[src/rtl/tetris_gfx_pkg.sv]
// Shared graphics definitions for the colour grid renderer: colours, palette, default pitch.
package tetris_gfx_pkg;

  localparam logic [11:0] C_FRAME = 12'hFFF;
  localparam logic [11:0] C_BG    = 12'h000;

  localparam int DEF_BLOCK_SIZE = 17;
  localparam int DEF_GAP        = 4;
  localparam int PITCH          = DEF_BLOCK_SIZE + DEF_GAP;

  // Palette lookup; index 0 means empty and never reaches the screen.
  // Entries 8..15 extend the base 3-bit palette for boards with 4-bit cells.
  function automatic logic [11:0] palette(input logic [3:0] idx);
    logic [11:0] rgb;
    case (idx)
      4'd1:    rgb = 12'h0FF;
      4'd2:    rgb = 12'hFF0;
      4'd3:    rgb = 12'hA0F;
      4'd4:    rgb = 12'h0F0;
      4'd5:    rgb = 12'hF00;
      4'd6:    rgb = 12'h00F;
      4'd7:    rgb = 12'hF80;
      4'd8:    rgb = 12'h888;
      4'd9:    rgb = 12'hF0F;
      4'd10:   rgb = 12'h08F;
      4'd11:   rgb = 12'h8F0;
      4'd12:   rgb = 12'hF88;
      4'd13:   rgb = 12'h8FF;
      4'd14:   rgb = 12'h48C;
      4'd15:   rgb = 12'hCCC;
      default: rgb = C_BG;
    endcase
    return rgb;
  endfunction

endpackage

[src/rtl/grid_axis_tracker.sv]
// Follows one VGA counter across the board: which block we are in and whether the
// current pixel lies inside that block or in the gap after it.
module grid_axis_tracker #(
  parameter int START      = 340,
  parameter int COUNT      = 12,
  parameter int BLOCK_SIZE = 17,
  parameter int GAP        = 4,
  parameter int IDX_W      = (COUNT > 1) ? $clog2(COUNT) : 1
) (
  input  logic             clk,
  input  logic             rst,
  input  logic [9:0]       i_count,
  output logic [IDX_W-1:0] o_idx,
  output logic             o_in_block,
  output logic             o_active
);

  localparam int          PITCH_L = BLOCK_SIZE + GAP;
  localparam int          OFF_W   = $clog2(PITCH_L);
  localparam logic [9:0]  START_V = 10'(START);

  logic [IDX_W-1:0] r_idx;
  logic [OFF_W-1:0] r_off;
  logic             r_active;
  logic [9:0]       r_prev;

  // Restart at the first block pixel, step the offset whenever the counter moves,
  // roll into the next block after the gap and go idle past the last block.
  always_ff @(posedge clk) begin
    if (rst) begin
      r_idx    <= '0;
      r_off    <= '0;
      r_active <= 1'b0;
      r_prev   <= '0;
    end else begin
      r_prev <= i_count;
      if (i_count == START_V) begin
        r_idx    <= '0;
        r_off    <= '0;
        r_active <= 1'b1;
      end else if (i_count < START_V) begin
        r_active <= 1'b0;
      end else if (r_active && (i_count != r_prev)) begin
        if (r_off == OFF_W'(PITCH_L - 1)) begin
          r_off <= '0;
          if (r_idx == IDX_W'(COUNT - 1)) r_active <= 1'b0;
          else                            r_idx    <= r_idx + 1'b1;
        end else begin
          r_off <= r_off + 1'b1;
        end
      end
    end
  end

  assign o_idx      = r_idx;
  assign o_active   = r_active;
  assign o_in_block = r_active && (r_off < OFF_W'(BLOCK_SIZE));

endmodule

[src/rtl/tetris_grid_renderer.sv]
// Two-stage colour renderer for the board: S1 registers the counters and tracks both
// axes, S2 looks up the cell, resolves frame/block/background and registers RGB.
module tetris_grid_renderer
  import tetris_gfx_pkg::*;
#(
  parameter int COLS         = 12,
  parameter int ROWS         = 20,
  parameter int CELL_BITS    = 3,
  parameter int BLOCK_SIZE   = 17,
  parameter int GAP          = 4,
  parameter int COL_START    = 340,
  parameter int ROW_START    = 67,
  parameter int BLINK_FRAMES = 16
) (
  input  logic                          clk,
  input  logic                          rst,
  input  logic [9:0]                    counter_x,
  input  logic [9:0]                    counter_y,
  input  logic                          frame_start,
  input  logic [COLS*ROWS*CELL_BITS-1:0] grid,
  input  logic [ROWS-1:0]               flash_rows,
  output logic [3:0]                    r_red,
  output logic [3:0]                    r_green,
  output logic [3:0]                    r_blue
);

  localparam int GRID_W  = COLS * ROWS * CELL_BITS;
  localparam int GB_W    = $clog2(GRID_W);
  localparam int PITCH_L = BLOCK_SIZE + GAP;
  localparam int COL_END = COL_START + COLS * PITCH_L - GAP - 1;
  localparam int ROW_END = ROW_START + ROWS * PITCH_L - GAP - 1;
  localparam int XI_W    = (COLS > 1) ? $clog2(COLS) : 1;
  localparam int YI_W    = (ROWS > 1) ? $clog2(ROWS) : 1;
  localparam int FC_W    = (BLINK_FRAMES > 1) ? $clog2(BLINK_FRAMES) : 1;

  localparam logic [9:0] FRAME_L = 10'(COL_START - GAP);
  localparam logic [9:0] FRAME_R = 10'(COL_END + GAP);
  localparam logic [9:0] FRAME_T = 10'(ROW_START - GAP);
  localparam logic [9:0] FRAME_B = 10'(ROW_END + GAP);

  logic [GRID_W-1:0] r_grid_snap;
  logic [ROWS-1:0]   r_flash_snap;
  logic [FC_W-1:0]   r_frame_cnt;
  logic              r_blink_phase;
  logic [9:0]        r_x;
  logic [9:0]        r_y;

  logic [XI_W-1:0]      w_col;
  logic [YI_W-1:0]      w_row;
  logic                 w_x_in;
  logic                 w_y_in;
  logic                 w_x_act;
  logic                 w_y_act;
  logic [GB_W-1:0]      w_base;
  logic [CELL_BITS-1:0] w_cell;
  logic                 w_on_frame;
  logic [11:0]          w_rgb;

  grid_axis_tracker #(
    .START(COL_START), .COUNT(COLS), .BLOCK_SIZE(BLOCK_SIZE), .GAP(GAP), .IDX_W(XI_W)
  ) u_x_tracker (
    .clk(clk), .rst(rst), .i_count(counter_x),
    .o_idx(w_col), .o_in_block(w_x_in), .o_active(w_x_act)
  );

  grid_axis_tracker #(
    .START(ROW_START), .COUNT(ROWS), .BLOCK_SIZE(BLOCK_SIZE), .GAP(GAP), .IDX_W(YI_W)
  ) u_y_tracker (
    .clk(clk), .rst(rst), .i_count(counter_y),
    .o_idx(w_row), .o_in_block(w_y_in), .o_active(w_y_act)
  );

  // Latch the board once per frame and advance the flash blink on each frame pulse.
  always_ff @(posedge clk) begin
    if (rst) begin
      r_grid_snap   <= '0;
      r_flash_snap  <= '0;
      r_frame_cnt   <= '0;
      r_blink_phase <= 1'b0;
    end else if (frame_start) begin
      r_grid_snap  <= grid;
      r_flash_snap <= flash_rows;
      if (r_frame_cnt == FC_W'(BLINK_FRAMES - 1)) begin
        r_frame_cnt   <= '0;
        r_blink_phase <= ~r_blink_phase;
      end else begin
        r_frame_cnt <= r_frame_cnt + 1'b1;
      end
    end
  end

  // S1: delay the counters so they line up with the tracker state in S2.
  always_ff @(posedge clk) begin
    if (rst) begin
      r_x <= '0;
      r_y <= '0;
    end else begin
      r_x <= counter_x;
      r_y <= counter_y;
    end
  end

  assign w_base = GB_W'(((ROWS - 1 - int'(w_row)) * COLS + int'(w_col)) * CELL_BITS);
  assign w_cell = r_grid_snap[w_base +: CELL_BITS];

  assign w_on_frame =
    (((r_x == FRAME_L) || (r_x == FRAME_R)) && (r_y >= FRAME_T) && (r_y <= FRAME_B)) ||
    (((r_y == FRAME_T) || (r_y == FRAME_B)) && (r_x >= FRAME_L) && (r_x <= FRAME_R));

  // S2 colour choice: frame wins, then a filled block (white while its row flashes).
  always_comb begin
    w_rgb = C_BG;
    if (w_on_frame) begin
      w_rgb = C_FRAME;
    end else if (w_x_act && w_y_act && w_x_in && w_y_in && (w_cell != '0)) begin
      if (r_flash_snap[w_row] && r_blink_phase) w_rgb = C_FRAME;
      else                                      w_rgb = palette(4'(w_cell));
    end
  end

  // S2 output register; reset blanks the screen from the very next edge.
  always_ff @(posedge clk) begin
    if (rst) begin
      r_red   <= '0;
      r_green <= '0;
      r_blue  <= '0;
    end else begin
      r_red   <= w_rgb[11:8];
      r_green <= w_rgb[7:4];
      r_blue  <= w_rgb[3:0];
    end
  end

endmodule
[config.mk]
export PLATFORM = sky130hd
export DESIGN_NAME = tetris_grid_renderer
export DESIGN_NICKNAME = d
export VERILOG_FILES = /design/src/rtl/tetris_gfx_pkg.sv /design/src/rtl/grid_axis_tracker.sv /design/src/rtl/tetris_grid_renderer.sv
export SDC_FILE = /design/constraint.sdc
export NUM_CORES = 2
export LEC_CHECK = 0
export ABC_AREA = 0
export BUFFER_PORTS_ARGS = -buffer_cell sky130_fd_sc_hd__buf_4
export CORE_UTILIZATION = 45
export CTS_BUF_LIST = sky130_fd_sc_hd__clkbuf_16
export DETAILED_ROUTE_END_ITERATION = 7
export PLACE_DENSITY = 0.69
export SLEW_MARGIN = 15
export SYNTH_ARGS = -nofsm -noshare
export SYNTH_HDL_FRONTEND = slang
export SYNTH_SLANG_ARGS = --single-unit
export TNS_END_PERCENT = 30
[constraint.sdc]
create_clock -name clk -period 5.25 [get_ports clk]
set_input_delay 0.7875 -clock clk [delete_from_list [all_inputs] [get_ports clk]]
set_output_delay 0.7875 -clock clk [all_outputs]
set_load 0.05 [all_outputs]
==> summary.txt <==
Synthesis
  – Post-synthesis simple-gate area fraction: approximately a tenth
  – Mapped Nets: approximately 5,000
  – Synth cell types: a little under 90
  – Post-synthesis mux area share: about 43%
  – Synth top area share: 34.2%
  – #FFs+latches synth: between 700 and 800
  – Top FF cell, synth: dfxtp_1
  – Adder-Cell Fraction of Synth Area: under 10%
  – Yosys warning count: 0
  – Synthesized area per cell: 11.2 µm²
  – Post-synthesis cell count: between 4,000 and 5,000
  – Synth area leaders: dfxtp_1 34%, mux4_2 24%, mux2i_1 19%
  – Compound-gate portion of the synthesized area: a little over 5%
  – Post-synth EDFFs: 0
  – Cell taking the most area after synthesis: dfxtp_1
  – Netlist Area Pre-Place: ~0.046 mm²
  – Main combinational cell family by area after synthesis: multiplexers
  – Synth Area in XOR/XNOR: under 10%
  – Async SR Flop Fraction: 0%
  – Register area share after synthesis: 34.2%

GRT
  – Largest net degree at the start of global routing: approximately 160
  – Tot GR Track Use: around 34%
  – Gr ovfl total: 0
  – Initial antenna violation count: 36
  – Number of global-route vias before repair: between 30,000 and 40,000
  – Global-route wire length before repair: 260,000 µm

Timing
  – Clock skew: 0.0258 ns
  – Final Cycle Share: 98.9%
  – Tightest Pin Transition: roughly 1.0 ns
  – Max-slew violations: 0
  – Slew headroom: around a third
  – Fin crit period: a little over 5 ns
  – Setup-failing EPs final: 0
  – Final hold vios: 0
  – Worst setup margin: around 0.058 ns
  – Min Hold Slack: 0.339 ns
  – Max frequency: 193 MHz
  – Unrepaired setup endpoints after global routing: yes
  – Fin Setup TNS: 0 ns

Worst setup path
  – Crit path DAT: 5.74 ns
  – Crit path launch: u_y_tracker.o_idx[0]
  – CP Capture Type: flop
  – Setup Crit Path Kind: flop to flop
  – Crit-path cells: inv_2 -> ha_4 -> fa_2 -> ha_4 -> inv_2 -> fa_4 -> buf_12 -> mux4_2 -> mux4_2 -> o21ai_1 -> a211oi_2 -> a211oi_2 -> nor4_4 -> buf_4 -> or3_4 -> buf_6 -> o41ai_4 -> a21oi_1
  – Crit-path max FO: 11
  – CP max stage delay: roughly 0.86 ns
  – Startpoint Class: flop
  – Crit Reg-Reg Startpoint: u_y_tracker.o_idx[0]
  – Slowest-stage cell, CP: fa_4
  – WP data required: between 5 and 6 ns

Detailed routing
  – Remaining DRCs: 0
  – Vias/cell: between 6 and 7
  – Drt wl/cell: roughly 29 µm
  – Detailed Route Iter0 Violations: 4,420
  – Routed vias: 39,400
  – DRT Pass-1 Iters: 6
  – DRT antenna net count: 0
  – Post-Route WL: 183,000 µm

Floorplan
  – Die Span Y: between 300 and 400 µm
  – Ports: 775
  – CORE AREA: between 0.1 and 0.15 mm²
  – Die area: 0.104 mm²
  – Die span in x: roughly 320 µm
  – Initial Util: 45.5%
  – Rows: approximately 120

Clock tree
  – Worst-Skew Late Latency: 0.68 ns
  – Clk root buf: clkbuf_16
  – Clock Path Buffers: 3
  – # clock sinks: ~790
  – CTS tree: built
  – Number of buffers created by CTS: 86
  – CTS clk-pin slew, worst paths: around 0.060 ns
  – H-tree Lvls: 3

Run
  – Max_cap viols: 0

Cells and area
  – Layout cell share with drive strength beyond 1: around 35%
  – Design Area, Final: roughly 0.057 mm²
  – Most frequent cells in the layout: 959 x buf_4, 863 x mux2i_1, 804 x nor2_1
  – Leading cell type in the layout, fill and taps excluded: buf_4
  – Post-layout nets: 5,659
  – Layout Cells excl Fill: approximately 6,300
  – Area delta synth->final: 23.7%
  – Finished Core Util: a little under three fifths
  – Layout fillers: approximately 9,000

Min path
  – Min-delay worst type: input port to flop
  – Hold Startpoint: grid[22]

Placement
  – Final RePlAce weighted congestion: between 0.9 and 1
  – Dpl hpwl: about 140,000 µm
  – Count of buffers from port buffering: 774
  – Dpl ws: -0.235 ns
  – Placed cell count: a little over 6,000
  – Area after DPL: between 0.05 and 0.06 mm²

Power
  – PwrDens: approximately 260 mW/mm²
  – Pleak: 24.1 nW
  – Max VDD drop: roughly 0.21 mV
  – Final Power: 14.9 mW

Run status
  – Outcome: completed
[sequential cells by signal, indices dropped and copies added, names as in the netlist]
name,flops
r_green,2
r_red,2
u_y_tracker.r_off,5
r_blink_phase,1
r_blue,1
u_y_tracker.o_active,1
r_grid_snap,720
u_y_tracker.o_idx,5
u_x_tracker.o_idx,4
u_x_tracker.o_active,1
u_x_tracker.r_prev,10
r_flash_snap,20
u_x_tracker.r_off,5
r_frame_cnt,4
u_y_tracker.r_prev,10
[cells by family after synthesis]
kind of cell | count (synthesis)
multiplexers | 1375
AND/OR/NAND/NOR | 1148
flip-flops | 791
buffers and inverters | 389
AO/OA/AOI/OAI | 331
XOR/XNOR | 58
adder cells (fa/ha/maj) | 39
[worst max-delay path: cells and delay by family, from the launching register on]
kind / cells / cell delay [ns]
AO/OA/AOI/OAI: 5 / 0.90
multiplexers: 2 / 0.86
buffers and inverters: 5 / 0.59
adder cells (fa/ha/maj): 4 / 1.89
flip-flops: 1 / 0.34
AND/OR/NAND/NOR: 2 / 0.47
[path summary, 6_finish.rpt]
| kind | to | slack, ns | cells after the start |
|---|---|---|---|
| worst max-delay path | r_red[1] | 0.06 | 18 |
| worst min-delay path | r_grid_snap[22] | 0.34 | 3 |
| worst max register to register | r_red[1] | 0.06 | 18 |
| worst min register to register | r_flash_snap[14] | 0.49 | 2 |
[synth_stat cells, types with 25 or more instances]
cell,n
a21oi_1,41
buf_1,69
o22ai_1,25
xnor2_1,34
buf_4,46
nor2b_1,39
o21ai_0,38
dfxtp_1,791
clkbuf_1,133
nor2_1,812
buf_2,60
ha_1,35
nand2_1,128
buf_6,46
a22oi_1,52
mux2i_1,867
nand3_1,40
mux4_2,490
[routing by layer]
layer  up-vias  GRT usage [%]  share of wire [%]
met3       487           7.98                9.6
met2      2346           56.2                 48
met1     19500           42.3                 37
met5         -              0               0.16
met4        46           15.6                5.1
li1      17000              -                  -
[final cells by class]
type	count	area [µm²]	area share, %
diodes	14	35.0	0.0611
repair buffers	1006	8080	14.1
well taps	1368	1710	2.99
inverters	22	90.1	0.157
multi-input cells	2951	28800	50.2
flip-flops and latches	791	15800	27.6
clock inverters	66	602	1.05
clock buffers	87	2180	3.80
[timing repair]
item                                    in CTS  in global routing
gates resized for setup                     19                 69
pin swaps                                    3                 27
setup buffers                                3                 12
gates cloned                                 0                  2
hold buffers                                 0                  0
endpoints found under the setup margin       5                  5
[report_power, final]
group / total (mW) / switching, mW / internal [mW]
registers: 6.79 / 0.434 / 6.35
clock network: 6.14 / 2.67 / 3.47
logic: 1.99 / 0.892 / 1.10
total: 14.9 / 3.99 / 10.9
Power figures use the tool's default switching activity.
